### src/rtl/arith_cmpf_arbiter_if.sv
// Bundle of the requester-side and comparator-side handshakes of arith_cmpf_arbiter.
//   req_*  : per-requester operand pairs (valid/ready); operand i at [i*WIDTH +: WIDTH]
//   resp_* : per-requester 1-bit results (valid/ready)
//   cmp_*  : join handshake towards the shared floating-point comparator
// slave  = arbiter view, master = requesters + comparator view.
interface arith_cmpf_arbiter_if #(
  parameter int unsigned NUM_REQ = 4,
  parameter int unsigned WIDTH   = 32
);
  logic [NUM_REQ-1:0]       req_valid;
  logic [NUM_REQ-1:0]       req_ready;
  logic [NUM_REQ*WIDTH-1:0] req_a;
  logic [NUM_REQ*WIDTH-1:0] req_b;
  logic [NUM_REQ-1:0]       resp_valid;
  logic [NUM_REQ-1:0]       resp_ready;
  logic [NUM_REQ-1:0]       resp_data;
  logic                     cmp_a_valid;
  logic                     cmp_b_valid;
  logic                     cmp_a_ready;
  logic                     cmp_b_ready;
  logic [WIDTH-1:0]         cmp_a_data;
  logic [WIDTH-1:0]         cmp_b_data;
  logic                     cmp_result_valid;
  logic                     cmp_result_ready;
  logic                     cmp_result_data;

  modport slave (
    input  req_valid, req_a, req_b, resp_ready,
    input  cmp_a_ready, cmp_b_ready, cmp_result_valid, cmp_result_data,
    output req_ready, resp_valid, resp_data,
    output cmp_a_valid, cmp_b_valid, cmp_a_data, cmp_b_data, cmp_result_ready
  );

  modport master (
    output req_valid, req_a, req_b, resp_ready,
    output cmp_a_ready, cmp_b_ready, cmp_result_valid, cmp_result_data,
    input  req_ready, resp_valid, resp_data,
    input  cmp_a_valid, cmp_b_valid, cmp_a_data, cmp_b_data, cmp_result_ready
  );
endinterface

### src/rtl/arith_cmpf_arbiter.sv
// Round-robin arbiter time-multiplexing one external FP comparator among NUM_REQ
// requesters. The winner's operands are held in an issue register that drives the
// comparator join handshake; the 1-bit result lands in the owner's response slot.
// Ports:
//   clk, rst_n : clock, asynchronous active-low reset
//   bus        : arith_cmpf_arbiter_if.slave (requester, response and comparator handshakes)
//   op_count   : completed comparisons, wraps modulo 2^32
module arith_cmpf_arbiter #(
  parameter int unsigned NUM_REQ = 4,
  parameter int unsigned WIDTH   = 32
) (
  input  logic                 clk,
  input  logic                 rst_n,
  arith_cmpf_arbiter_if.slave  bus,
  output logic [31:0]          op_count
);

  localparam int unsigned OWN_W = $clog2(NUM_REQ);

  // Elaboration-time parameter legality
  if (WIDTH != 32 && WIDTH != 64) begin : g_bad_width
    $fatal(1, "arith_cmpf_arbiter: WIDTH must be 32 or 64");
  end
  if (NUM_REQ < 2 || NUM_REQ > 16) begin : g_bad_num_req
    $fatal(1, "arith_cmpf_arbiter: NUM_REQ must be in 2..16");
  end

  logic                 iss_valid;
  logic [OWN_W-1:0]     iss_owner;
  logic [WIDTH-1:0]     iss_a;
  logic [WIDTH-1:0]     iss_b;
  logic [OWN_W-1:0]     last_grant;
  logic [NUM_REQ-1:0]   resp_valid_q;
  logic [NUM_REQ-1:0]   resp_data_q;

  logic                 complete_c;
  logic                 free_c;
  logic [NUM_REQ-1:0]   eligible_c;
  logic                 win_c;
  logic                 grant_c;
  logic [OWN_W-1:0]     grant_idx_c;
  logic [OWN_W-1:0]     idx_c;
  logic [WIDTH-1:0]     grant_a_c;
  logic [WIDTH-1:0]     grant_b_c;
  logic [NUM_REQ-1:0]   ready_c;

  // Completion of the comparator join; the register is reusable in the same cycle
  assign complete_c = iss_valid & bus.cmp_result_valid & bus.cmp_a_ready & bus.cmp_b_ready;
  assign free_c     = ~iss_valid | complete_c;

  // One outstanding op per requester: busy while in the issue register or response slot
  always_comb begin : eligibility
    eligible_c = '0;
    for (int i = 0; i < NUM_REQ; i++) begin
      eligible_c[i] = bus.req_valid[i] & ~resp_valid_q[i]
                    & ~(iss_valid & (iss_owner == OWN_W'(i)));
    end
  end

  // Round-robin search starting just after the last grant
  always_comb begin : rr_search
    win_c       = 1'b0;
    grant_idx_c = '0;
    idx_c       = '0;
    for (int unsigned k = 1; k <= NUM_REQ; k++) begin
      idx_c = OWN_W'((32'(last_grant) + k) % NUM_REQ);
      if (!win_c && eligible_c[idx_c]) begin
        win_c       = 1'b1;
        grant_idx_c = idx_c;
      end
    end
  end

  // Reset gating keeps req_ready low while rst_n is asserted even with valids pending
  assign grant_c = win_c & free_c & rst_n;

  always_comb begin : ready_decode
    ready_c = '0;
    if (grant_c) ready_c[grant_idx_c] = 1'b1;
  end

  // Winner operand mux
  always_comb begin : operand_mux
    grant_a_c = '0;
    grant_b_c = '0;
    for (int i = 0; i < NUM_REQ; i++) begin
      if (grant_idx_c == OWN_W'(i)) begin
        grant_a_c = bus.req_a[i*WIDTH +: WIDTH];
        grant_b_c = bus.req_b[i*WIDTH +: WIDTH];
      end
    end
  end

  // Issue register and round-robin pointer
  always_ff @(posedge clk or negedge rst_n) begin : issue_reg
    if (!rst_n) begin
      iss_valid  <= 1'b0;
      iss_owner  <= '0;
      iss_a      <= '0;
      iss_b      <= '0;
      last_grant <= OWN_W'(NUM_REQ - 1);
    end else if (grant_c) begin
      iss_valid  <= 1'b1;
      iss_owner  <= grant_idx_c;
      iss_a      <= grant_a_c;
      iss_b      <= grant_b_c;
      last_grant <= grant_idx_c;
    end else if (complete_c) begin
      iss_valid  <= 1'b0;
    end
  end

  // Per-requester response slots; the owner's slot is always empty at completion
  always_ff @(posedge clk or negedge rst_n) begin : resp_reg
    if (!rst_n) begin
      resp_valid_q <= '0;
      resp_data_q  <= '0;
    end else begin
      for (int i = 0; i < NUM_REQ; i++) begin
        if (complete_c && (iss_owner == OWN_W'(i))) begin
          resp_valid_q[i] <= 1'b1;
          resp_data_q[i]  <= bus.cmp_result_data;
        end else if (resp_valid_q[i] && bus.resp_ready[i]) begin
          resp_valid_q[i] <= 1'b0;
        end
      end
    end
  end

  // Completed-operation counter
  always_ff @(posedge clk or negedge rst_n) begin : op_counter
    if (!rst_n) begin
      op_count <= '0;
    end else if (complete_c) begin
      op_count <= op_count + 32'd1;
    end
  end

  assign bus.req_ready        = ready_c;
  assign bus.resp_valid       = resp_valid_q;
  assign bus.resp_data        = resp_data_q;
  assign bus.cmp_a_valid      = iss_valid;
  assign bus.cmp_b_valid      = iss_valid;
  assign bus.cmp_a_data       = iss_a;
  assign bus.cmp_b_data       = iss_b;
  assign bus.cmp_result_ready = iss_valid;

endmodule

### src/flat_wrapper.sv
// flat-port wrapper written by rule: the top's interface ports become plain ports
module arith_cmpf_arbiter_flat 
#(
  parameter int unsigned NUM_REQ = 4,
  parameter int unsigned WIDTH   = 32
)
  (clk, rst_n, op_count, bus_req_valid, bus_req_a, bus_req_b, bus_resp_ready, bus_cmp_a_ready, bus_cmp_b_ready, bus_cmp_result_valid, bus_cmp_result_data, bus_req_ready, bus_resp_valid, bus_resp_data, bus_cmp_a_valid, bus_cmp_b_valid, bus_cmp_a_data, bus_cmp_b_data, bus_cmp_result_ready);
  arith_cmpf_arbiter_if #(.NUM_REQ(NUM_REQ), .WIDTH(WIDTH)) bus_i ();
  input  logic clk;
  input  logic rst_n;
  output logic [31:0] op_count;
  input wire logic [$bits(bus_i.req_valid)-1:0] bus_req_valid;
  input wire logic [$bits(bus_i.req_a)-1:0] bus_req_a;
  input wire logic [$bits(bus_i.req_b)-1:0] bus_req_b;
  input wire logic [$bits(bus_i.resp_ready)-1:0] bus_resp_ready;
  input wire logic [$bits(bus_i.cmp_a_ready)-1:0] bus_cmp_a_ready;
  input wire logic [$bits(bus_i.cmp_b_ready)-1:0] bus_cmp_b_ready;
  input wire logic [$bits(bus_i.cmp_result_valid)-1:0] bus_cmp_result_valid;
  input wire logic [$bits(bus_i.cmp_result_data)-1:0] bus_cmp_result_data;
  output wire logic [$bits(bus_i.req_ready)-1:0] bus_req_ready;
  output wire logic [$bits(bus_i.resp_valid)-1:0] bus_resp_valid;
  output wire logic [$bits(bus_i.resp_data)-1:0] bus_resp_data;
  output wire logic [$bits(bus_i.cmp_a_valid)-1:0] bus_cmp_a_valid;
  output wire logic [$bits(bus_i.cmp_b_valid)-1:0] bus_cmp_b_valid;
  output wire logic [$bits(bus_i.cmp_a_data)-1:0] bus_cmp_a_data;
  output wire logic [$bits(bus_i.cmp_b_data)-1:0] bus_cmp_b_data;
  output wire logic [$bits(bus_i.cmp_result_ready)-1:0] bus_cmp_result_ready;
  assign bus_i.req_valid = bus_req_valid;
  assign bus_i.req_a = bus_req_a;
  assign bus_i.req_b = bus_req_b;
  assign bus_i.resp_ready = bus_resp_ready;
  assign bus_i.cmp_a_ready = bus_cmp_a_ready;
  assign bus_i.cmp_b_ready = bus_cmp_b_ready;
  assign bus_i.cmp_result_valid = bus_cmp_result_valid;
  assign bus_i.cmp_result_data = bus_cmp_result_data;
  assign bus_req_ready = bus_i.req_ready;
  assign bus_resp_valid = bus_i.resp_valid;
  assign bus_resp_data = bus_i.resp_data;
  assign bus_cmp_a_valid = bus_i.cmp_a_valid;
  assign bus_cmp_b_valid = bus_i.cmp_b_valid;
  assign bus_cmp_a_data = bus_i.cmp_a_data;
  assign bus_cmp_b_data = bus_i.cmp_b_data;
  assign bus_cmp_result_ready = bus_i.cmp_result_ready;
  arith_cmpf_arbiter #(.NUM_REQ(NUM_REQ), .WIDTH(WIDTH)) u_core (.clk(clk), .rst_n(rst_n), .bus(bus_i), .op_count(op_count));
endmodule
### config.mk
export PLATFORM = sky130hd
export DESIGN_NAME = arith_cmpf_arbiter_flat
export DESIGN_NICKNAME = d
export VERILOG_FILES = /design/src/rtl/arith_cmpf_arbiter_if.sv /design/src/rtl/arith_cmpf_arbiter.sv /design/src/flat_wrapper.sv
export SDC_FILE = /design/constraint.sdc
export NUM_CORES = 1
export LEC_CHECK = 0
export CAP_MARGIN = 25
export CORE_AREA = 2 2 147 149
export CTS_CLUSTER_DIAMETER = 50
export DETAILED_ROUTE_END_ITERATION = 8
export DIE_AREA = 0 0 149 151
export HOLD_SLACK_MARGIN = 0.12
export MAX_ROUTING_LAYER = met4
export PLACE_DENSITY_LB_ADDON = 0.3
export SYNTH_ARGS = -nofsm -noshare
export SYNTH_HDL_FRONTEND = slang
export SYNTH_SLANG_ARGS = --single-unit
### constraint.sdc
create_clock -name clk -period 7.2 [get_ports clk]
set_clock_uncertainty 0.2 [all_clocks]
set_input_delay 1.44 -clock clk [delete_from_list [all_inputs] [get_ports clk]]
set_output_delay 1.44 -clock clk [all_outputs]
set_load 0.02 [all_outputs]
Word level (Yosys, flattened, before mapping)
Index checks and enable logic that the tools add are counted.

Flip-flop bits (word level): 109. Logic and storage cells: 117.

Add/sub/neg operators: 5. Magnitude comparators: 6. Equality and inequality tests: 6. Muxes and demuxes: 37. Bitwise logic cells: 27. Reduce and logical (&&, ||, !) cells: 22.

Operator list (count): $mux W32 (8); $add A32 B1 Y32 const B (1); $mux W1 (19); $and A1 B1 Y1 (17); $lt A2 B3 Y1 const B (5); $logic_and A1 B1 Y1 (12); $reduce_bool A2 Y1 (5); $not A1 Y1 (9); $bmux W1 S2 (4); $eq A2 B2 Y1 const B (4); $mux W2 (4); $add A2 B1 Y2 const B (2); $add A2 B2 Y2 const B (2); $eq A2 B1 Y1 const B (2); $logic_not A2 Y1 (2); $mux W4 (1); $logic_not A1 Y1 (3); $demux W1 S2 (1); $ge A2 B1 Y1 const B (1); $or A1 B1 Y1 (1).

Logic depth before layout (Yosys ltp)
Word-level depth: 21. Mapped depth: 9. Depth with buffers taken out: 6.

Worst setup path after synthesis
Ideal clock, no wire load.

Path type: input -> output. Start: input bus_req_valid[3]. End: output bus_req_ready[2]. Arrival time: 2.996 ns. Required time: 5.560 ns. Setup slack: 2.564 ns. Cell stages on the path: 7. Cell sequence: nor2b_1 nand2_1 a221oi_4 buf_6 buf_2 nand2_1 nor2_1.

Cells in the longest elaborated chain, start to end: 19. Elaborated cells on any way between the ends: 32.

Ends and longest elaborated chain: start: declaration (line flat_wrapper.sv:12) `input wire logic [$bits(bus_i.req_valid)-1:0] bus_req_valid;`; $and A1 B1 Y1 (*) (line arith_cmpf_arbiter.sv:55) `eligible_c[i] = bus.req_valid[i] & ~resp_valid_q[i]`; $and A1 B1 Y1 (*) (line arith_cmpf_arbiter.sv:56) `& ~(iss_valid & (iss_owner == OWN_W'(i)));`; $bmux W1 S2 (line arith_cmpf_arbiter.sv:67) `if (!win_c && eligible_c[idx_c]) begin`; $mux W1 (not written as such) (line arith_cmpf_arbiter.sv:67); $mux W1 (line arith_cmpf_arbiter.sv:67); $logic_not A1 Y1 (line arith_cmpf_arbiter.sv:67); $logic_and A1 B1 Y1 (line arith_cmpf_arbiter.sv:67); $mux W1 (line arith_cmpf_arbiter.sv:67); [3 not listed]; $logic_not A1 Y1 (line arith_cmpf_arbiter.sv:67); $logic_and A1 B1 Y1 (line arith_cmpf_arbiter.sv:67); $mux W2 (line arith_cmpf_arbiter.sv:67); $lt A2 B3 Y1 (not written as such) or $ge A2 B1 Y1 (tied branches) (line arith_cmpf_arbiter.sv:79) `if (grant_c) ready_c[grant_idx_c] = 1'b1;`; $logic_and A1 B1 Y1 (not written as such) (line arith_cmpf_arbiter.sv:79); $mux W1 (not written as such) (line arith_cmpf_arbiter.sv:79); $demux W1 S2; $mux W4 (*) (line arith_cmpf_arbiter.sv:79); end: declaration (line flat_wrapper.sv:20) `output wire logic [$bits(bus_i.req_ready)-1:0] bus_req_ready;`.

Mark *: on every way between the ends. The rest lies on a longest branch, timed or not. The select of a mux whose other input is x is not followed.

Worst setup path after layout
Start: input bus_req_valid[3]. End: output bus_req_ready[3].

Same word-level chain as after synthesis.

==> implementation parameters <==
Parameter                              Value

Yosys
  Library cells used by synthesis    46
  Yosys reg bits    109
  Gate count after technology mapping    555
  Sequential element share of the synthesized area    44.6%
  Number of synthesis warnings    0
  Post-synthesis cell area    0.00612 sq mm
  Synthesized Nets    826
  Syn_area_per_cell    11.0 sq um

Power and ir drop
  Power density over the cells    315 mW/mm^2
  Switching Share    37.6%
  Leakage Power    4.84 nW
  Peak VDD IR    0.358 mV
  Combinational share of power    54.4%
  Internal Power    0.00205 W
  Design Power    0.00329 W
  Switching pwr    0.00124 W
  Relative contribution of sequential cells to total power    28.7%
  Clock network power share    16.9%

GRT
  Vias in the first global route    5624
  Pin count of the biggest net entering global routing    129
  Number of antenna violations at the first check in global routing    2
  Global-route total usage across every layer    19.8%
  Residual overflow from global routing    0
  Global-route wire length before repair    33.0 mm

CTS
  CTS tree    done
  Clock Latency Late Sink    0.35 ns
  Post-cts gate resize count    0
  Master cell of the clock root buffer    sky130_fd_sc_hd__clkbuf_16
  Post CTS Setup Buffer Count    0
  Number of buffers added by the clock tree synthesis step    9
  Count of H-tree levels built during CTS    3
  Clock-pin slew on the worst setup and hold paths    0.08 ns
  Post-CTS Hold Buffers    0
  # clock sinks    109
  Number of buffers on the longest clock path    2

Setup path
  Critical path endpoint    bus_req_ready[3]
  First element of the critical path    bus_req_valid[3]
  Data arrival time of the critical path    3.70 ns
  R2R setup slack    3.91 ns
  Startpoint types    primary input
  Critical Path Sink Type    output pin
  Critical path class    in -> out
  Required arrival time at the worst endpoint    5.56 ns
  Worst flop-to-flop path startpoint    u_core.bus.cmp_a_valid$_DFFE_PN0P_
  Destination of the worst register-to-register timing path    u_core.bus.cmp_a_data[0]$_DFFE_PN0P_
  Crit Path Max Fanout    4
  R2r worst-path depth    7

STA
  Total setup violations reported at the end of the flow    0
  Final worst path period need    5.34 ns
  Max-slew headroom    31.2%
  Final count of hold timing violations    0
  Slew Limit Fails    0
  Maximum clock frequency    0.187 GHz
  Setup TNS    0 ns
  Smallest hold slack    0.277 ns
  Period utilization    74.1%
  Unrepaired setup endpoints after global routing    false
  Slew at the pin with the worst max-slew slack    1.03 ns

Detailed routing
  Vias per std cell    4.83
  Number of design-rule violations left by the first detailed-router iteration    176
  Final antenna-violating net count    0
  First drt pass iteration count    5
  Via total after detailed routing    5767
  Routed wire length on met2    11.2 mm
  Routed met3 length    1.84 mm
  Routed length on met1    9.46 mm
  Routed wire per std cell    19.1 um
  Routed WL    22.8 mm
  Drc violations    0
  Highest metal layer with signal wires    met4

Final layout
  Post-route cell area    0.0104 sq mm
  Area Growth Syn to Fin    70.8%
  Layout cell share with drive strength beyond 1    4.48%
  Final net count    1182
  Non-filler instance count after layout    1193

Floorplanning
  Number of placement rows    53
  Height of the die    151 um
  Width of the die    149 um
  I/O pins    381
  Die Area    0.0225 sq mm
  Core area    0.0208 sq mm
  Initial cell density of the core    29.4%

Place
  Placed insts    1175
  Gpl congestion    0.797
  Final HPWL from detailed placement    17.3 mm
  Port Buffers    380
  Placed cell area    0.0101 sq mm

Flow run
  Count of maximum capacitance violations    0

Outcome
  Run status    finished, final reports clean

Hold path
  Beginning of the worst hold path    u_core.bus.cmp_b_data[14]$_DFFE_PN0P_
  Type of the tightest min-delay check    reg -> reg
## synth_stat cells, drive strengths merged
master / n / area, sq um
nor3b: 2 / 20.0
nor3: 5 / 35.0
o311ai: 1 / 16.3
and3: 8 / 50.1
a21oi: 1 / 5.00
or3: 1 / 6.26
nand4: 10 / 62.6
nor2: 9 / 33.8
clkbuf: 7 / 26.3
a2bb2oi: 1 / 8.76
inv: 8 / 30.0
o22ai: 65 / 407
or2: 1 / 6.26
a21boi: 2 / 15.0
nand3: 13 / 70.1
nand2: 26 / 97.6
mux2: 4 / 45.0
a31oi: 2 / 18.8
and2: 1 / 6.26
buf: 33 / 189
and4: 3 / 26.3
dfstp: 2 / 52.6
a22oi: 1 / 12.5
o211ai: 1 / 7.51
o21ai: 5 / 28.8
and3b: 1 / 8.76
nand3b: 2 / 27.5
xnor2: 26 / 228
nand2b: 2 / 12.5
o2bb2ai: 1 / 8.76
dfrtp: 107 / 2680
mux2i: 128 / 1280
a21o: 65 / 488
o21a: 1 / 7.51
a221oi: 1 / 26.3
nor2b: 3 / 18.8
ha: 1 / 12.5
xor2: 5 / 43.8
## registers in the layout (all words and copies together) (netlist names)
register and flops:
u_core.bus.cmp_a_data 32, u_core.op_count 32, u_core.bus.resp_valid 4, u_core.bus.resp_data 4
u_core.last_grant 2, u_core.bus.cmp_b_data 32, u_core.bus.cmp_a_valid 1, u_core.iss_owner 2
## cells in the final DEF (no fill, tap or decap), drive strengths merged, types with 3 or more instances in the layout
master / netlist / routed
buf: 33 / 6
and4: 3 / 3
xor2: 5 / 5
and3: 8 / 8
nand2: 26 / 26
nor2b: 3 / 3
o21ai: 5 / 5
dfrtp: 107 / 107
nor3: 5 / 5
xnor2: 26 / 26
mux2: 4 / 4
nor2: 9 / 9
nand3: 13 / 13
a21o: 65 / 65
inv: 8 / 10
clkbuf: 7 / 10
o22ai: 65 / 65
clkdlybuf4s50: 0 / 379
mux2i: 128 / 128
nand4: 10 / 10
## cells by family after synthesis
group / Yosys count / synth area share (%)
AO/OA/AOI/OAI: 147 / 17.2
XOR/XNOR: 31 / 4.44
adder cells (fa/ha/maj): 1 / 0.205
buffers and inverters: 48 / 4.01
flip-flops: 109 / 44.6
multiplexers: 132 / 21.7
AND/OR/NAND/NOR: 87 / 7.88
## critical path, stage by stage
cell and delay [ns]:
sky130_fd_sc_hd__clkdlybuf4s50_1 0.46, sky130_fd_sc_hd__nor2b_1 0.26, sky130_fd_sc_hd__nand2_1 0.20, sky130_fd_sc_hd__a221oi_4 0.43, sky130_fd_sc_hd__nand2_1 0.16, sky130_fd_sc_hd__nor2_1 0.13, sky130_fd_sc_hd__clkdlybuf4s50_1 0.61
## power groups by stage
stage | Clock (W) | Sequential (W) | Combinational (W)
after global placement | 0 | 0.000947 | 0.00180
after floorplan | 0 | 0.00116 | 0.000866
after detailed placement | 0 | 0.000955 | 0.00181
after CTS | 0.000576 | 0.000945 | 0.00181
after global routing | 0.000600 | 0.000974 | 0.00189
final | 0.000556 | 0.000945 | 0.00179
## final cells by class
| cell class | instances | area [sq um] |
|---|---|---|
| Fill cell | 1917 | 10400 |
| Timing Repair Buffer | 385 | 3850 |
| Multi-Input combinational cell | 398 | 3160 |
| Sequential cell | 109 | 2730 |
| Tap cell | 275 | 344 |
| Clock buffer | 10 | 239 |
| Clock inverter | 6 | 93.8 |
| Inverter | 8 | 30.0 |
| Antenna cell | 2 | 5.00 |
## layer usage
metal  vias to the layer above  track usage, %
met2                       223            32.8
met4                         0            4.57
li1                       2777               -
met5                         -               -
met3                        20            5.15
met1                      2747            24.3
## worst min-delay path by stage
stage	end	slack (ns)	depth (start not counted)
3_5_place_dp	u_core.bus.cmp_a_data[30]$_DFFE_PN0P_	0.26	1
6_report	u_core.bus.cmp_b_data[14]$_DFFE_PN0P_	0.28	1
4_1_cts	u_core.bus.cmp_a_data[30]$_DFFE_PN0P_	0.28	1
3_3_place_gp	u_core.bus.cmp_a_data[29]$_DFFE_PN0P_	0.26	1
5_1_grt	u_core.bus.cmp_b_data[6]$_DFFE_PN0P_	0.29	1
2_1_floorplan	u_core.last_grant[0]$_DFFE_PN1P_	0.28	2
## metrics by stage
| step | util, % | setup slack, ns |
|---|---|---|
| 3_3_place_gp | 48.6 | 1.90 |
| 2_1_floorplan | - | 2.56 |
| 3_5_place_dp | 48.6 | 1.79 |
| 5_1_grt | 50.2 | 1.63 |
| 4_1_cts | 50.2 | 1.80 |
| 6_report | 50.2 | 1.86 |
Power figures use the tool's default switching activity.
